File: src/rtl/bit_serial_add_ctrl.sv
// Sequencer that drives an external 1-bit full-adder cell LSB-first
// so a WIDTH-bit add looks like a fixed-latency parallel operation.
module bit_serial_add_ctrl #(
  parameter int WIDTH = 8,
  parameter int CNT_W = 4
) (
  input  logic             clk,
  input  logic             reset,
  input  logic             start,
  input  logic [WIDTH-1:0] a_in,
  input  logic [WIDTH-1:0] b_in,
  input  logic             cin,
  output logic             busy,
  output logic             done,
  output logic [WIDTH-1:0] sum,
  output logic             cout,
  output logic             ovf,
  output logic             fa_a,
  output logic             fa_b,
  output logic             fa_c,
  input  logic             fa_s,
  input  logic             fa_co
);

  typedef enum logic [1:0] {
    IDLE,
    SHIFT,
    DONE
  } state_t;

  state_t           state_q, state_d;
  logic [WIDTH-1:0] a_sh_q, a_sh_d;
  logic [WIDTH-1:0] b_sh_q, b_sh_d;
  logic [WIDTH-1:0] s_sh_q, s_sh_d;
  logic             carry_q, carry_d;
  logic [CNT_W-1:0] cnt_q, cnt_d;
  logic             busy_q, busy_d;
  logic             done_q, done_d;
  logic [WIDTH-1:0] sum_q, sum_d;
  logic             cout_q, cout_d;
  logic             ovf_q, ovf_d;
  logic             last;

  assign last = (cnt_q == CNT_W'(WIDTH - 1));

  always_comb begin
    state_d = state_q;
    a_sh_d  = a_sh_q;
    b_sh_d  = b_sh_q;
    s_sh_d  = s_sh_q;
    carry_d = carry_q;
    cnt_d   = cnt_q;
    busy_d  = busy_q;
    done_d  = 1'b0;
    sum_d   = sum_q;
    cout_d  = cout_q;
    ovf_d   = ovf_q;
    unique case (state_q)
      IDLE: begin
        if (start) begin
          a_sh_d  = a_in;
          b_sh_d  = b_in;
          carry_d = cin;
          cnt_d   = '0;
          busy_d  = 1'b1;
          state_d = SHIFT;
        end
      end
      SHIFT: begin
        s_sh_d  = {fa_s, s_sh_q[WIDTH-1:1]};
        carry_d = fa_co;
        a_sh_d  = a_sh_q >> 1;
        b_sh_d  = b_sh_q >> 1;
        cnt_d   = cnt_q + CNT_W'(1);
        if (last) begin
          // carry_q here is the carry into the MSB
          sum_d   = s_sh_d;
          cout_d  = fa_co;
          ovf_d   = carry_q ^ fa_co;
          done_d  = 1'b1;
          state_d = DONE;
        end
      end
      DONE: begin
        busy_d  = 1'b0;
        state_d = IDLE;
      end
      default: begin
        busy_d  = 1'b0;
        state_d = IDLE;
      end
    endcase
  end

  always_ff @(posedge clk) begin
    if (!reset) begin
      state_q <= IDLE;
      a_sh_q  <= '0;
      b_sh_q  <= '0;
      s_sh_q  <= '0;
      carry_q <= 1'b0;
      cnt_q   <= '0;
      busy_q  <= 1'b0;
      done_q  <= 1'b0;
      sum_q   <= '0;
      cout_q  <= 1'b0;
      ovf_q   <= 1'b0;
    end else begin
      state_q <= state_d;
      a_sh_q  <= a_sh_d;
      b_sh_q  <= b_sh_d;
      s_sh_q  <= s_sh_d;
      carry_q <= carry_d;
      cnt_q   <= cnt_d;
      busy_q  <= busy_d;
      done_q  <= done_d;
      sum_q   <= sum_d;
      cout_q  <= cout_d;
      ovf_q   <= ovf_d;
    end
  end

  assign busy = busy_q;
  assign done = done_q;
  assign sum  = sum_q;
  assign cout = cout_q;
  assign ovf  = ovf_q;
  assign fa_a = a_sh_q[0];
  assign fa_b = b_sh_q[0];
  assign fa_c = carry_q;

endmodule

File: config.mk
export PLATFORM = sky130hd
export DESIGN_NAME = bit_serial_add_ctrl
export DESIGN_NICKNAME = d
export VERILOG_FILES = /design/src/rtl/bit_serial_add_ctrl.sv
export SDC_FILE = /design/constraint.sdc
export NUM_CORES = 1
export LEC_CHECK = 0
export CORE_MARGIN = 2
export CORE_UTILIZATION = 37
export CTS_CLUSTER_SIZE = 30
export DETAILED_ROUTE_END_ITERATION = 8
export RECOVER_POWER = 100
export SLEW_MARGIN = 10
export SYNTH_ARGS = -nofsm -noshare
export SYNTH_HDL_FRONTEND = slang
export SYNTH_SLANG_ARGS = --single-unit
File: constraint.sdc
create_clock -name clk -period 1.75 [get_ports clk]
set_clock_uncertainty 0.1 [all_clocks]
set_input_delay 0.175 -clock clk [delete_from_list [all_inputs] [get_ports clk]]
set_output_delay 0.175 -clock clk [all_outputs]
set_load 0.005 [all_outputs]
; ---- Word-level counts from Yosys, hierarchy flattened
; Index checks and enable logic that the tools add are counted.
[totals]
input_bits = 22
regBits = 43
[classes]
n_addsub = 1
bitwise = 2
muxes = 14
n_eq_ne = 4
n_reduce_logical = 7
[ops]
columns = op, count
row1 = 8-bit one-hot mux with 2 select lines, 2
row2 = 8-bit 2-to-1 mux, 2
row3 = 2-bit AND reduction, 5
row4 = 4-bit one-hot mux with 2 select lines, 1
row5 = 4-bit by 1-bit adder with 4-bit output (second input constant), 1
row6 = 4-bit by 3-bit == test with 1-bit output (second input constant), 1
row7 = 2-bit 2-to-1 mux, 2
row8 = 4-bit 2-to-1 mux, 1
row9 = 2-bit inequality test (second input constant), 2
row10 = 1-bit one-hot mux with 2 select lines, 2
row11 = 2-bit one-hot mux with 2 select lines, 1
row12 = 1-bit 2-to-1 mux, 3
row13 = 2-bit by 1-bit == test with 1-bit output (second input constant), 1
row14 = 2-bit zero test, 1
row15 = 2-bit nonzero test, 1
row16 = 1-bit inverter, 1
row17 = 1-bit XOR, 1

; ---- Depth between registers and ports, before layout
[logic_depth]
ltp_word = 3
ltp_mapped = 6
depth_no_buf = 4

; ---- Worst setup path after synthesis
; Ideal clock, no wire load.
[synth_timing]
kind = register to register
startpoint = register state_q[1]
endpoint = register b_sh_q[1]
synth_period_minus_slack_ps = 1261
n_path_buf = 1
stages_incl_launch_ff = 5
required_ps = 1527
setup_slack_ps = 489
t_arrival_ps = 1038
path_cell_list = dfxtp_1 buf_2 or3b_2 o21ai_0 a21oi_1
[synth_between]
elab_chain_len = 3
elab_cells_between_ends = 6
cone_classes = eq/ne: 2 / mux: 1 / reduce/logical: 3
[synth_lines]
columns = item, line
row1 = "start, declared", 31  ; state_t state_q, state_d;
row2 = "start signal, assigned", 109  ; state_q <= state_d;
row3 = 2-bit by 1-bit == test with 1-bit output or 2-bit zero test (tied branches), 58  ; unique case (state_q)
row4 = 2-bit nonzero test (no line) or 2-bit inequality test (tied branches), --
row5 = 2-bit AND reduction (no line), --
row6 = "end signal, assigned", 111  ; b_sh_q <= b_sh_d;
row7 = "end, declared", 33  ; logic [WIDTH-1:0] b_sh_q, b_sh_d;
; Several ways; a longest one is shown, not always the timed one.
; A chain may end at the register's enable or synchronous reset.

; ---- Worst setup path in the final report
[layout_timing]
startpoint = register carry_q, in the netlist fa_c
endpoint = output fa_c
[layout_lines]
columns = item, line
row1 = "start, declared", 35  ; logic carry_q, carry_d;
row2 = "start signal, assigned", 113  ; carry_q <= carry_d;
row3 = "end, declared", 20  ; output logic fa_c,
; No word-level cell between the ends.

==> flow_metrics.tcl <==
set metrics [dict create \
    run_status "finished clean" \
    ys_seq_elements 42 \
    drtPass1Iterations 4 \
    finalWorstSetupSlack_ns 0.191 \
    achievable-frequency_ghz 0.642 \
    endpoint_required_time_on_the_critical_path_ns 1.47 \
    timing_worst_slew_pin_value_ns 0.517 \
    r2r_slack_ns 0.23 \
    cts.path.max_buffers 2 \
    rows 25 \
    tritoncts "yes" \
    critical_path.slowest_cell "sky130_fd_sc_hd__dlygate4sd3_1" \
    crit_startpoint "fa_c" \
    detailedRoute.firstIterationViolations 125 \
    grt_antenna_before_repair 0 \
    yosysUniqueCellTypes 35 \
    yosys_warnings 0 \
    port-buffer-count 36 \
    timing.critical_path.cells "dlygate4sd3_1" \
    cts_sinks 42 \
    grt_setup_unrepaired "false" \
    startpoint_type "flop" \
    post-cts-setup-buffer-count 0 \
    timing.critical_path.max_delay_family "buffers and inverters" \
    path_clk_slew_ns 0.08 \
    flow.area_growth_from_synthesis_pct 29.5 \
    grt_pass1_vias 1398 \
    worst-r2r-cell-count 5 \
    placed_cells 306 \
    yosysSeqAreaShare_pct 45.7 \
    max_cap_violations 0 \
    ant_nets 0 \
    power_switching_mw 0.483 \
    dp_slack_ns 0.0318 \
    gp_routability_congestion 0.709 \
    hold_viol 0 \
    path_buf_inv 1 \
    layout_commonest_cell "sky130_fd_sc_hd__dfxtp_1" \
    syn-num-nets 233 \
    grt_pass1_wl_mm 6.62 \
    core-area_mm2 0.00475 \
    cts.hold.buffers_added 0 \
    clock_power_share_pct 37.8 \
    vias 1636 \
    path_max_fanout 4 \
    syn_area_mm2 0.00184 \
    finalSetupViolations 0 \
    grt_util_all_layers_pct 15.8 \
    most_used_cells_in_the_layout_excluding_fill_and_tap_cells "42 x sky130_fd_sc_hd__dfxtp_1, 34 x sky130_fd_sc_hd__a21oi_1, 21 x sky130_fd_sc_hd__o21ai_0, 21 x sky130_fd_sc_hd__clkdlybuf4s50_1, 17 x sky130_fd_sc_hd__nand2_1" \
    hold_slack_ns 0.362 \
    holdCritPathClass "flop to flop" \
    total_leakage_power_nw 0.887 \
    routed_via_density 5.21 \
    cpPeakStageDelay_ns 0.59 \
    syn_inst 210 \
    critPathCapture "fa_c" \
    p_total_mw 2.02 \
    instances_no_fill 314 \
    power.sequential.fraction_pct 50.8 \
    clock_latency_on_the_worst_skew_pair_ns 0.30 \
    power_frac_comb_pct 11.4 \
    cp.arrival_ns 1.28 \
    dieWidth_um 74.5 \
    hpwlAfterDp_mm 2.68 \
    slew_viol_final 0 \
    grt_max_degree 35 \
    power_per_cell_area_mw_per_mm2 848 \
    fillcell_total 502 \
    final.period_utilization_pct 89.1 \
    slew-limit-headroom_pct 65.5 \
    count_of_cells_resized_by_post_cts_repair 0 \
    worstReg2RegStart "state_q[0]" \
    postSynthAreaPerCell_um2 8.76 \
    critical_path_class "flop to output pin" \
    initial_core_util_pct 38.7 \
    routed_wl_mm 4.08 \
    h-tree-depth 2 \
    tritoncts.num_buffers 5 \
    clk_root_buffer_cell "sky130_fd_sc_hd__clkbuf_8" \
    drt-wirelength-per-cell_um 13.0 \
    drive_gt1_share_pct 9.72 \
    worstSetupPathDepth 1 \
    cell_internal_pwr_mw 1.54 \
    reg2reg_to "sum[0]" \
    ioPinCount 37 \
    dieArea_mm2 0.00555 \
    route.detailed.drc 0 \
    globalRouteOverflowTotal 0 \
    nNetsFinal 269 \
    worst_setup_path_end_kind "output pin" \
    finalCriticalPeriod_ns 1.56 \
    power_switching_share_pct 23.9 \
    n_antenna_cell 0 \
    ir_worst_vdd_mv 0.461 \
    timing.setup.tns_ns 0 \
    fp.dieH_um 74.5 \
]
==> state kept, by name, indices dropped and copies added (netlist names), 2 cells and up <==
signal,count
sum,8
b_sh_q,8
s_sh_q,7
a_sh_q,8
cnt_q,4
state_q,2
==> cell usage after synthesis <==
| cell type | n | area (um^2) |
|---|---|---|
| sky130_fd_sc_hd__a211oi_1 | 1 | 7.51 |
| sky130_fd_sc_hd__a21oi_1 | 34 | 170 |
| sky130_fd_sc_hd__a22o_1 | 2 | 17.5 |
| sky130_fd_sc_hd__a22oi_1 | 1 | 7.51 |
| sky130_fd_sc_hd__a311oi_1 | 1 | 8.76 |
| sky130_fd_sc_hd__a31oi_1 | 1 | 6.26 |
| sky130_fd_sc_hd__a32o_1 | 2 | 20.0 |
| sky130_fd_sc_hd__and2b_1 | 1 | 7.51 |
| sky130_fd_sc_hd__and3b_1 | 1 | 8.76 |
| sky130_fd_sc_hd__buf_1 | 3 | 11.3 |
| sky130_fd_sc_hd__buf_2 | 10 | 50.1 |
| sky130_fd_sc_hd__buf_4 | 2 | 15.0 |
| sky130_fd_sc_hd__buf_6 | 2 | 22.5 |
| sky130_fd_sc_hd__clkbuf_1 | 3 | 11.3 |
| sky130_fd_sc_hd__dfxtp_1 | 42 | 841 |
| sky130_fd_sc_hd__ha_1 | 1 | 12.5 |
| sky130_fd_sc_hd__inv_1 | 5 | 18.8 |
| sky130_fd_sc_hd__mux2i_1 | 1 | 10.0 |
| sky130_fd_sc_hd__nand2_1 | 17 | 63.8 |
| sky130_fd_sc_hd__nand2b_4 | 1 | 13.8 |
| sky130_fd_sc_hd__nand3_1 | 11 | 55.1 |
| sky130_fd_sc_hd__nand3b_1 | 1 | 7.51 |
| sky130_fd_sc_hd__nor2_1 | 5 | 18.8 |
| sky130_fd_sc_hd__nor2b_1 | 2 | 12.5 |
| sky130_fd_sc_hd__nor3_1 | 2 | 10.0 |
| sky130_fd_sc_hd__nor3b_1 | 1 | 7.51 |
| sky130_fd_sc_hd__o21ai_0 | 21 | 105 |
| sky130_fd_sc_hd__o21ai_1 | 3 | 15.0 |
| sky130_fd_sc_hd__o21bai_1 | 1 | 7.51 |
| sky130_fd_sc_hd__o221ai_1 | 15 | 131 |
| sky130_fd_sc_hd__o2bb2ai_1 | 1 | 8.76 |
| sky130_fd_sc_hd__or3_1 | 1 | 6.26 |
| sky130_fd_sc_hd__or3b_1 | 10 | 87.6 |
| sky130_fd_sc_hd__or3b_2 | 4 | 35.0 |
| sky130_fd_sc_hd__xnor2_1 | 1 | 8.76 |
==> worst register-to-register path: stages (launching register included) <==
cell and delay, ns:
sky130_fd_sc_hd__dfxtp_1 0.37, sky130_fd_sc_hd__clkbuf_1 0.27, sky130_fd_sc_hd__and2b_1 0.30, sky130_fd_sc_hd__buf_4 0.21
sky130_fd_sc_hd__nand3_1 0.09, sky130_fd_sc_hd__a21oi_1 0.12
==> cell type report <==
class                   instances  area [um^2]  area share [%]
clock buffers                   5         68.8            2.89
well taps                      67         83.8            3.52
flip-flops and latches         42          841            35.3
clock inverters                 3         40.0            1.68
inverters                       5         18.8           0.787
repair buffers                 49          460            19.3
multi-input cells             143          871            36.5
==> stage by stage <==
stage | utilization (%) | instance area (um^2)
2_1_floorplan | - | 1840
3_3_place_gp | 48.1 | 2280
3_5_place_dp | 48.1 | 2280
4_1_cts | 50.3 | 2390
5_1_grt | 50.1 | 2380
6_report | 50.1 | 2380
==> how the worst min path moves through the flow <==
stage	start	end	slack, ns	cells after the start
after floorplan	fa_s	s_sh_q[7]	0.21	2
after global placement	s_sh_q[1]	s_sh_q[1]	0.35	2
after detailed placement	busy	busy	0.35	2
after CTS	s_sh_q[5]	s_sh_q[4]	0.36	2
after global routing	s_sh_q[3]	s_sh_q[2]	0.39	2
final	busy	busy	0.36	2
==> per-layer routing <==
layer  global-route usage, %  wire [um]  vias to the layer above  part of all wire (%)
li1                        -          -                      843                     -
met1                    21.7       1990                      754                    49
met2                    23.1       1810                       33                    44
met3                    5.15        215                        6                   5.3
met4                    5.75         55                        0                   1.3
met5                       0          0                        -                     0
==> power groups by stage <==
stage	Clock [mW]	Sequential [mW]	Combinational, mW
after floorplan	0	1.04	0.142
after global placement	0	1.05	0.235
after detailed placement	0	1.05	0.235
after CTS	0.781	1.03	0.236
after global routing	0.822	1.03	0.256
final	0.765	1.03	0.230
==> cells by family (layout without fill, tap and decap cells) <==
kind of cell	count (synthesis)	count (layout)	share of synthesized area [%]
xor+xnor	1	1	0.476
buf+inv	25	62	7.00
fa+ha+maj	1	1	0.680
mux	1	1	0.544
flops	42	42	45.7
compound gates	83	83	27.5
simple gates	57	57	18.2
No activity file was read; power rests on OpenSTA's default activity.
